==> config.mk <==
export PLATFORM = sky130hd
export DESIGN_NAME = program_sequencer
export DESIGN_NICKNAME = d
export VERILOG_FILES = /design/src/rtl/program_sequencer.sv
export SDC_FILE = /design/constraint.sdc
export NUM_CORES = 1
export LEC_CHECK = 0
export CAP_MARGIN = 20
export CORE_MARGIN = 3
export CORE_UTILIZATION = 40
export DETAILED_ROUTE_END_ITERATION = 10
export SKIP_LAST_GASP = 1
export SYNTH_ARGS = -nofsm -noshare
export SYNTH_HDL_FRONTEND = slang
export SYNTH_SLANG_ARGS = --single-unit
==> constraint.sdc <==
create_clock -name clock -period 4.1 [get_ports clock]
set_input_delay 0.615 -clock clock [delete_from_list [all_inputs] [get_ports clock]]
set_output_delay 0.615 -clock clock [all_outputs]
set_load 0.005 [all_outputs]
==> src/rtl/program_sequencer.sv <==
// Program counter with a hardware return-address stack.
// One action per edge, chosen by priority: reset > stall > ret > call > jump > branch > increment.
module program_sequencer #(
  parameter int unsigned            ADDR_W       = 16,
  parameter int unsigned            OFF_W        = 8,
  parameter int unsigned            STACK_DEPTH  = 8,
  parameter logic [ADDR_W-1:0]      RESET_VECTOR = '0
) (
  input  logic                               clock,
  input  logic                               reset,
  input  logic                               stall,
  input  logic                               increment,
  input  logic                               jump_set,
  input  logic [ADDR_W-1:0]                  jumpcount,
  input  logic                               branch_taken,
  input  logic [OFF_W-1:0]                   branch_offset,
  input  logic                               call,
  input  logic                               ret,
  output logic [ADDR_W-1:0]                  count,
  output logic [$clog2(STACK_DEPTH+1)-1:0]   stack_level,
  output logic                               stack_full,
  output logic                               stack_empty,
  output logic                               stack_err
);

  localparam int unsigned LVL_W = $clog2(STACK_DEPTH + 1);
  localparam int unsigned IDX_W = $clog2(STACK_DEPTH);

  typedef enum logic [2:0] {
    ACT_HOLD,
    ACT_RET,
    ACT_RET_ERR,
    ACT_CALL,
    ACT_CALL_ERR,
    ACT_JUMP,
    ACT_BRANCH,
    ACT_INC
  } action_e;

  action_e           act;
  logic [ADDR_W-1:0] count_q, count_d;
  logic [LVL_W-1:0]  level_q, level_d;
  logic              err_q, err_d;
  logic              push_en;
  logic [ADDR_W-1:0] ret_addr;
  logic [ADDR_W-1:0] off_ext;
  logic [IDX_W-1:0]  wr_idx;
  logic [IDX_W-1:0]  rd_idx;
  logic              full, empty;

  // Storage is deliberately unreset; entries at or above the level are never read.
  logic [ADDR_W-1:0] stack_q [0:STACK_DEPTH-1];

  assign full     = (level_q == LVL_W'(STACK_DEPTH));
  assign empty    = (level_q == '0);
  assign wr_idx   = level_q[IDX_W-1:0];
  assign rd_idx   = IDX_W'(level_q - LVL_W'(1));
  assign ret_addr = count_q + ADDR_W'(1);
  assign off_ext  = ADDR_W'($signed(branch_offset));

  always_comb begin
    act = ACT_HOLD;
    if (stall) begin
      act = ACT_HOLD;
    end else if (ret) begin
      act = empty ? ACT_RET_ERR : ACT_RET;
    end else if (call) begin
      act = full ? ACT_CALL_ERR : ACT_CALL;
    end else if (jump_set) begin
      act = ACT_JUMP;
    end else if (branch_taken) begin
      act = ACT_BRANCH;
    end else if (increment) begin
      act = ACT_INC;
    end
  end

  always_comb begin
    count_d = count_q;
    level_d = level_q;
    err_d   = err_q;
    push_en = 1'b0;
    unique case (act)
      ACT_RET: begin
        count_d = stack_q[rd_idx];
        level_d = level_q - LVL_W'(1);
      end
      ACT_CALL: begin
        push_en = 1'b1;
        count_d = jumpcount;
        level_d = level_q + LVL_W'(1);
      end
      ACT_RET_ERR,
      ACT_CALL_ERR: err_d   = 1'b1;
      ACT_JUMP:     count_d = jumpcount;
      ACT_BRANCH:   count_d = count_q + off_ext;
      ACT_INC:      count_d = count_q + ADDR_W'(1);
      default: ;
    endcase
  end

  always_ff @(posedge clock) begin
    if (reset) begin
      count_q <= RESET_VECTOR;
      level_q <= '0;
      err_q   <= 1'b0;
    end else begin
      count_q <= count_d;
      level_q <= level_d;
      err_q   <= err_d;
    end
  end

  always_ff @(posedge clock) begin
    if (!reset && push_en) begin
      stack_q[wr_idx] <= ret_addr;
    end
  end

  assign count       = count_q;
  assign stack_level = level_q;
  assign stack_full  = full;
  assign stack_empty = empty;
  assign stack_err   = err_q;

endmodule

==> results.yml, run 1 <==
die:
  die_height_microns: 139
  core_sq_um: 16900
  die_area_sq_um: 19200
  rows: 47
  start_util: 0.416
  die_width_microns: 139
  num_io_pins: 55
timing:
  drv_slew: 0
  worstMarginPinSlew_ps: 958
  rsz0062_at_grt: "false"
  finalSetupViolations: 0
  min_period_ps: 3010
  min_period_over_period: 0.733
  setup-tns-final_ps: 0
  finalHoldViolCount: 0
  max_slew_margin: 0.356
  skew_ps: 11.5
  max_freq_ghz: 0.333
  timing.hold.ws_ps: 471
worst_hold_path:
  min_path_type: "reg2reg"
clocking:
  cts_tree: "yes"
  cts_resized: 0
  path_clk_slew_ps: 70
  clk_latency_ps: 430
  ctsRootBufferMaster: "clkbuf_16"
  htree_levels: 4
  hold_buffers: 0
  cts_buffer_depth: 2
  post-cts-setup-buffer-count: 0
  numCtsBuffers: 17
  cts_num_sinks: 149
global_routing:
  grt_most_used_layer: "met2"
  grt_antenna_before_repair: 0
  grt_use_met3: 0.0462
  grt_start_max_net_pins: 42
  use_met1: 0.278
  grt_pass1_vias: 4826
  grt_util_met2: 0.325
  grt_first_pass_wirelength_microns: 29200
  grt_overflow: 0
  grt.total_usage: 0.202
synth:
  synth_top_family_by_area: "multiplexers"
  synth_simple_gate_area_frac: 0.100
  avgSynthCellArea_sq_um: 13.7
  yosys_register_bits: 149
  synth_ff_type: "edfxtp_1"
  yosysSeqAreaShare: 0.607
  async_flop_share: 0
  synth_xor_area_frac: 0.0312
  synthCells: 512
  synth-edff-count: 128
  synth-compound-area-share: 0.0997
  synth_nets: 563
  ys.warnings.count: 0
  synth_mux_area_frac: 0.104
  synth_fa_ha_area_frac: 0.0349
  ys_types: 58
  synth_area_sq_um: 7030
pwr:
  power_density_nw_per_um2: 528
  p_leak_nw: 2.88
  ir_drop_v: 0.000336
  power_w: 0.00448
drt:
  drc_errors: 0
  wl_per_cell_microns: 23.4
  firstDrtPassIters: 5
  vias: 4778
  totalWireLength_microns: 18900
  drtIter0Drc: 486
  detail-route-antenna-nets: 0
  viasPerCell: 5.91
final_layout:
  drive_above_1_share: 0.151
  mostFrequentLayoutCell: "edfxtp_1"
  fin_cells: 808
  layout_common_cells: "edfxtp_1 (128), nand2_1 (61), clkdlybuf4s50_1 (54), mux4_2 (32), a21oi_1 (32)"
  diodes: 0
  syn_to_final_growth_pct: 20.8
  final_area_sq_um: 8480
  finalNetCount: 626
placed_design:
  place_inst: 776
  place.gp.congestion: 0.840
  port_buffers: 54
  hpwl_microns: 12000
  place_area_sq_um: 7840
critical_path:
  cp-end-kind: "flop"
  crit_required_ps: 4430
  cp-start-kind: "flop"
  critPathKind: "reg2reg"
  cp.arrival_ps: 3330
  crit_fanout: 18
outcome:
  outcome: "finished, final reports clean"
flow_run:
  max-cap-violations: 0
## flip-flops by register name, indices dropped and copies added (netlist names)
signal,cells
count,16
stack_err,1
stack_level,4
stack_q,128
## critical path, cell delays in order (launching register included)
cell	delay [ps]
dfxtp_1	430
inv_1	130
ha_1	300
or3b_1	470
nand2_1	700
a21oi_1	220
a221oi_1	270
a21oi_1	150
a31o_2	230
## cell type report
| cell class | count | area [sq um] |
|---|---|---|
| clock inverter | 15 | 215 |
| multi-input combinational | 326 | 2610 |
| tap | 220 | 275 |
| clock buffer | 17 | 425 |
| timing repair buffer | 68 | 646 |
| sequential | 149 | 4270 |
| inverter | 13 | 48.8 |
| fill | 1453 | 8390 |
## power breakdown
part	switching (W)	total, W	internal [W]	leakage, nW
combinational	0.000551	0.000981	0.000430	1.23
clock	0.000660	0.00170	0.00104	0.309
sequential	0.0000723	0.00180	0.00173	1.34
## metrics by stage
step	util	setup slack, ps
4_1_cts	0.503	1080
3_3_place_gp	0.465	794
6_report	0.503	1090
2_1_floorplan	-	542
5_1_grt	0.503	938
3_5_place_dp	0.465	814
## cell usage after synthesis (2+ instances only)
library cell	instances	area share
o22ai_1	2	0.0018
a21oi_1	32	0.023
a222oi_1	2	0.0028
a211oi_1	3	0.0032
clkbuf_1	11	0.0059
or4_1	3	0.0032
edfxtp_1	128	0.55
nand3b_1	2	0.0021
o21a_1	5	0.0053
xor2_1	10	0.012
or3_1	3	0.0027
o31ai_1	3	0.0032
a21o_1	6	0.0064
or2_2	2	0.0018
nor3_1	12	0.0085
buf_2	10	0.0071
xnor2_1	15	0.019
nor2_1	27	0.014
nor4_1	4	0.0036
o21ai_0	9	0.0064
nand3_1	11	0.0078
nand2_1	61	0.033
ha_1	18	0.032
o31a_1	2	0.0025
nor2b_1	5	0.0045
o211ai_1	3	0.0032
a221o_1	4	0.0057
mux4_2	32	0.10
a211o_1	3	0.0037
inv_1	13	0.0069
nand4_1	9	0.0080
a31oi_1	9	0.0080
a221oi_1	8	0.010
dfxtp_1	21	0.060
## worst paths after layout
check | startpoint | to | slack [ps] | cells past startpoint
max | stack_level[1] | count[11] | 1090 | 8
min | stack_err | stack_err | 470 | 2
max reg2reg | stack_level[1] | count[11] | 1090 | 8
min reg2reg | stack_err | stack_err | 470 | 2
## per-layer routing
| layer | vias to the layer above | share of wire |
|---|---|---|
| met5 | - | 0 |
| li1 | 2138 | - |
| met4 | 0 | 0.013 |
| met3 | 22 | 0.074 |
| met1 | 2430 | 0.43 |
| met2 | 188 | 0.48 |
## cells by family (layout without fill, tap and decap cells)
group                      count (synthesis)  after routing
muxes                                     33             33
adders and majority gates                 19             19
xor gates and xnor gates                  25             25
DFF                                      149            149
buffers and inverters                     37            113
AOI/OAI and AO/OA                        102            102
and+or+nand+nor                          147            147
(Power assumes the default switching activity.)
==> run 2, diff against run 1 <==
- clock period: 4.1 -> 2.4 ns (I/O delays scaled with it)
==> results.yml, run 2 (synthesized netlist as in run 1, its figures left out) <==
outcome:
  outcome: "finished, final reports clean"
timing:
  skew_ps: 9.21
  max_slew_margin: 0.533
  min_period_over_period: 0.960
  finalSetupViolations: 0
  worstMarginPinSlew_ps: 696
  rsz0062_at_grt: "false"
  min_period_ps: 2300
  finalHoldViolCount: 0
  max_freq_ghz: 0.434
  drv_slew: 0
die:
  num_io_pins: 55
  rows: 47
  core_sq_um: 16900
  start_util: 0.416
  die_area_sq_um: 19200
  die_width_microns: 139
  die_height_microns: 139
final_layout:
  largest_reg_flops: 128
  mostFrequentLayoutCell: "edfxtp_1"
  regMostFlops: "stack_q"
  syn_to_final_growth_pct: 30.9
  finalNetCount: 696
  fin_util: 0.545
  diodes: 0
  fillerInstances: 1385
  final-seq-area_sq_um: 4270
  drive_above_1_share: 0.260
  layout_common_cells: "edfxtp_1 (128), buf_4 (70), nand2_1 (61), clkdlybuf4s50_1 (54), mux4_2 (32)"
  multiInputGateArea_sq_um: 2690
critical_path:
  r2r_end: "count[12]"
  cp.arrival_ps: 2640
  rr_startpoint: "count[0]"
  critPathKind: "in2reg"
  worst-r2r-setup-slack_ps: 140
  cp-start-kind: "primary input"
  cp_slowest_stage_delay_ps: 470
  crit_fanout: 3
  cpMaxStageDelayCell: "or4_1"
  cp_cell_sequence: "clkdlybuf4s50_1, ha_1, inv_1, fa_1, nor2b_1, o31ai_2, a21oi_2, o31a_1, or4_1, o211ai_1"
  crit_required_ps: 2740
  critPathTopFamily: "compound AO/OA/AOI/OAI gates"
  cp-end-kind: "flop"
  reg2reg_depth: 9
  crit_buf_inv: 2
clocking:
  numCtsBuffers: 17
  path_clk_slew_ps: 60
  htree_levels: 4
  cts_tree: "yes"
  ctsRootBufferMaster: "clkbuf_16"
  hold_buffers: 0
  cts_num_sinks: 149
  clk_latency_ps: 420
  cts_buffer_depth: 2
pwr:
  ir_drop_v: 0.000564
  switching_share: 0.291
  power_switching_w: 0.00221
  intPower_w: 0.00538
  seq_power_share: 0.398
  power_w: 0.00759
  power_density_nw_per_um2: 825
  p_leak_nw: 3.25
  pwr-share-comb: 0.266
  clkPwrFrac: 0.336
worst_hold_path:
  min_delay_path_depth: 2
  min_path_type: "reg2reg"
  hold_end: "stack_err"
  min_from: "stack_err"
drt:
  firstDrtPassIters: 7
  viasPerCell: 5.62
  vias: 4937
  totalWireLength_microns: 18700
  detail-route-antenna-nets: 0
  drtIter0Drc: 505
  drc_errors: 0
  wl_per_cell_microns: 21.4
global_routing:
  grt.total_usage: 0.198
  grt_antenna_before_repair: 0
  grt_pass1_vias: 4988
  grt_start_max_net_pins: 42
  grt_first_pass_wirelength_microns: 29000
  grt_overflow: 0
placed_design:
  port_buffers: 54
  place.gp.congestion: 0.897
  hpwl_microns: 12900
flow_run:
  max-cap-violations: 0
## run 2: cell count changes in the layout (fill, tap and decap cells not counted), moves of 3 or more
cell | before | now
buf_12 | 0 | 14
nor2_4 | 0 | 3
nor2_1 | 27 | 24
buf_4 | 14 | 70
bufinv_16 | 4 | 1
## run 2: how the worst max path moves through the flow
stage                                 from             to  slack (ps)  depth (start not counted)
final                     branch_offset[0]      count[12]         100                         10
after global routing      branch_offset[0]      count[14]          10                         10
after CTS                   stack_level[0]    stack_empty          40                          5
after detailed placement  branch_offset[0]      count[12]        -380                         10
after global placement    branch_offset[0]      count[12]        -290                         10
after floorplan             stack_level[0]  stack_q[0][0]         -80                          8
## run 2: final cells by class
type                            count  share of cell area
Sequential cell                   149               0.464
Multi-Input combinational cell    326               0.292
Timing Repair Buffer              138               0.146
Clock buffer                       18              0.0467
Tap cell                          220              0.0299
Clock inverter                     14              0.0150
Inverter                           13             0.00558
## run 2: what timing repair did
action,CTS,global route
setup endpoints to repair,1,8
setup buffers,1,2
gates resized for setup,1,6
pin swaps,1,1
endpoints found under the hold margin,0,0
## run 2: per-layer routing
metal | GRT usage | up-vias | wire length, microns
li1 | - | 2284 | -
met1 | 0.288 | 2486 | 8680
met2 | 0.307 | 151 | 8900
met3 | 0.0410 | 16 | 1030
met4 | 0.0515 | 0 | 144
met5 | 0 | - | 0
## run 2: worst min-delay path, stage by stage (launching register included)
cell and delay (ps):
dfxtp_1 330, nor2_1 50, nor2_1 70
## run 2: per-stage QoR
stage	TNS, ps	cells	hold slack [ps]	setup WS (ps)	area, sq um
floorplan	-1220	512	463	-76.1	7110
global placement	-1600	843	458	-294	8580
detailed placement	-2120	843	469	-381	8580
CTS	0	876	483	36.1	9160
global route	0	878	516	13.2	9200
finish	0	878	478	95.7	9200
## run 2: power groups by stage
stage / Clock (W) / Sequential (W) / Combinational, W
after floorplan: 0 / 0.00309 / 0.00116
after global placement: 0 / 0.00307 / 0.00195
after detailed placement: 0 / 0.00308 / 0.00198
after CTS: 0.00259 / 0.00302 / 0.00201
after global routing: 0.00270 / 0.00303 / 0.00219
final: 0.00255 / 0.00302 / 0.00202
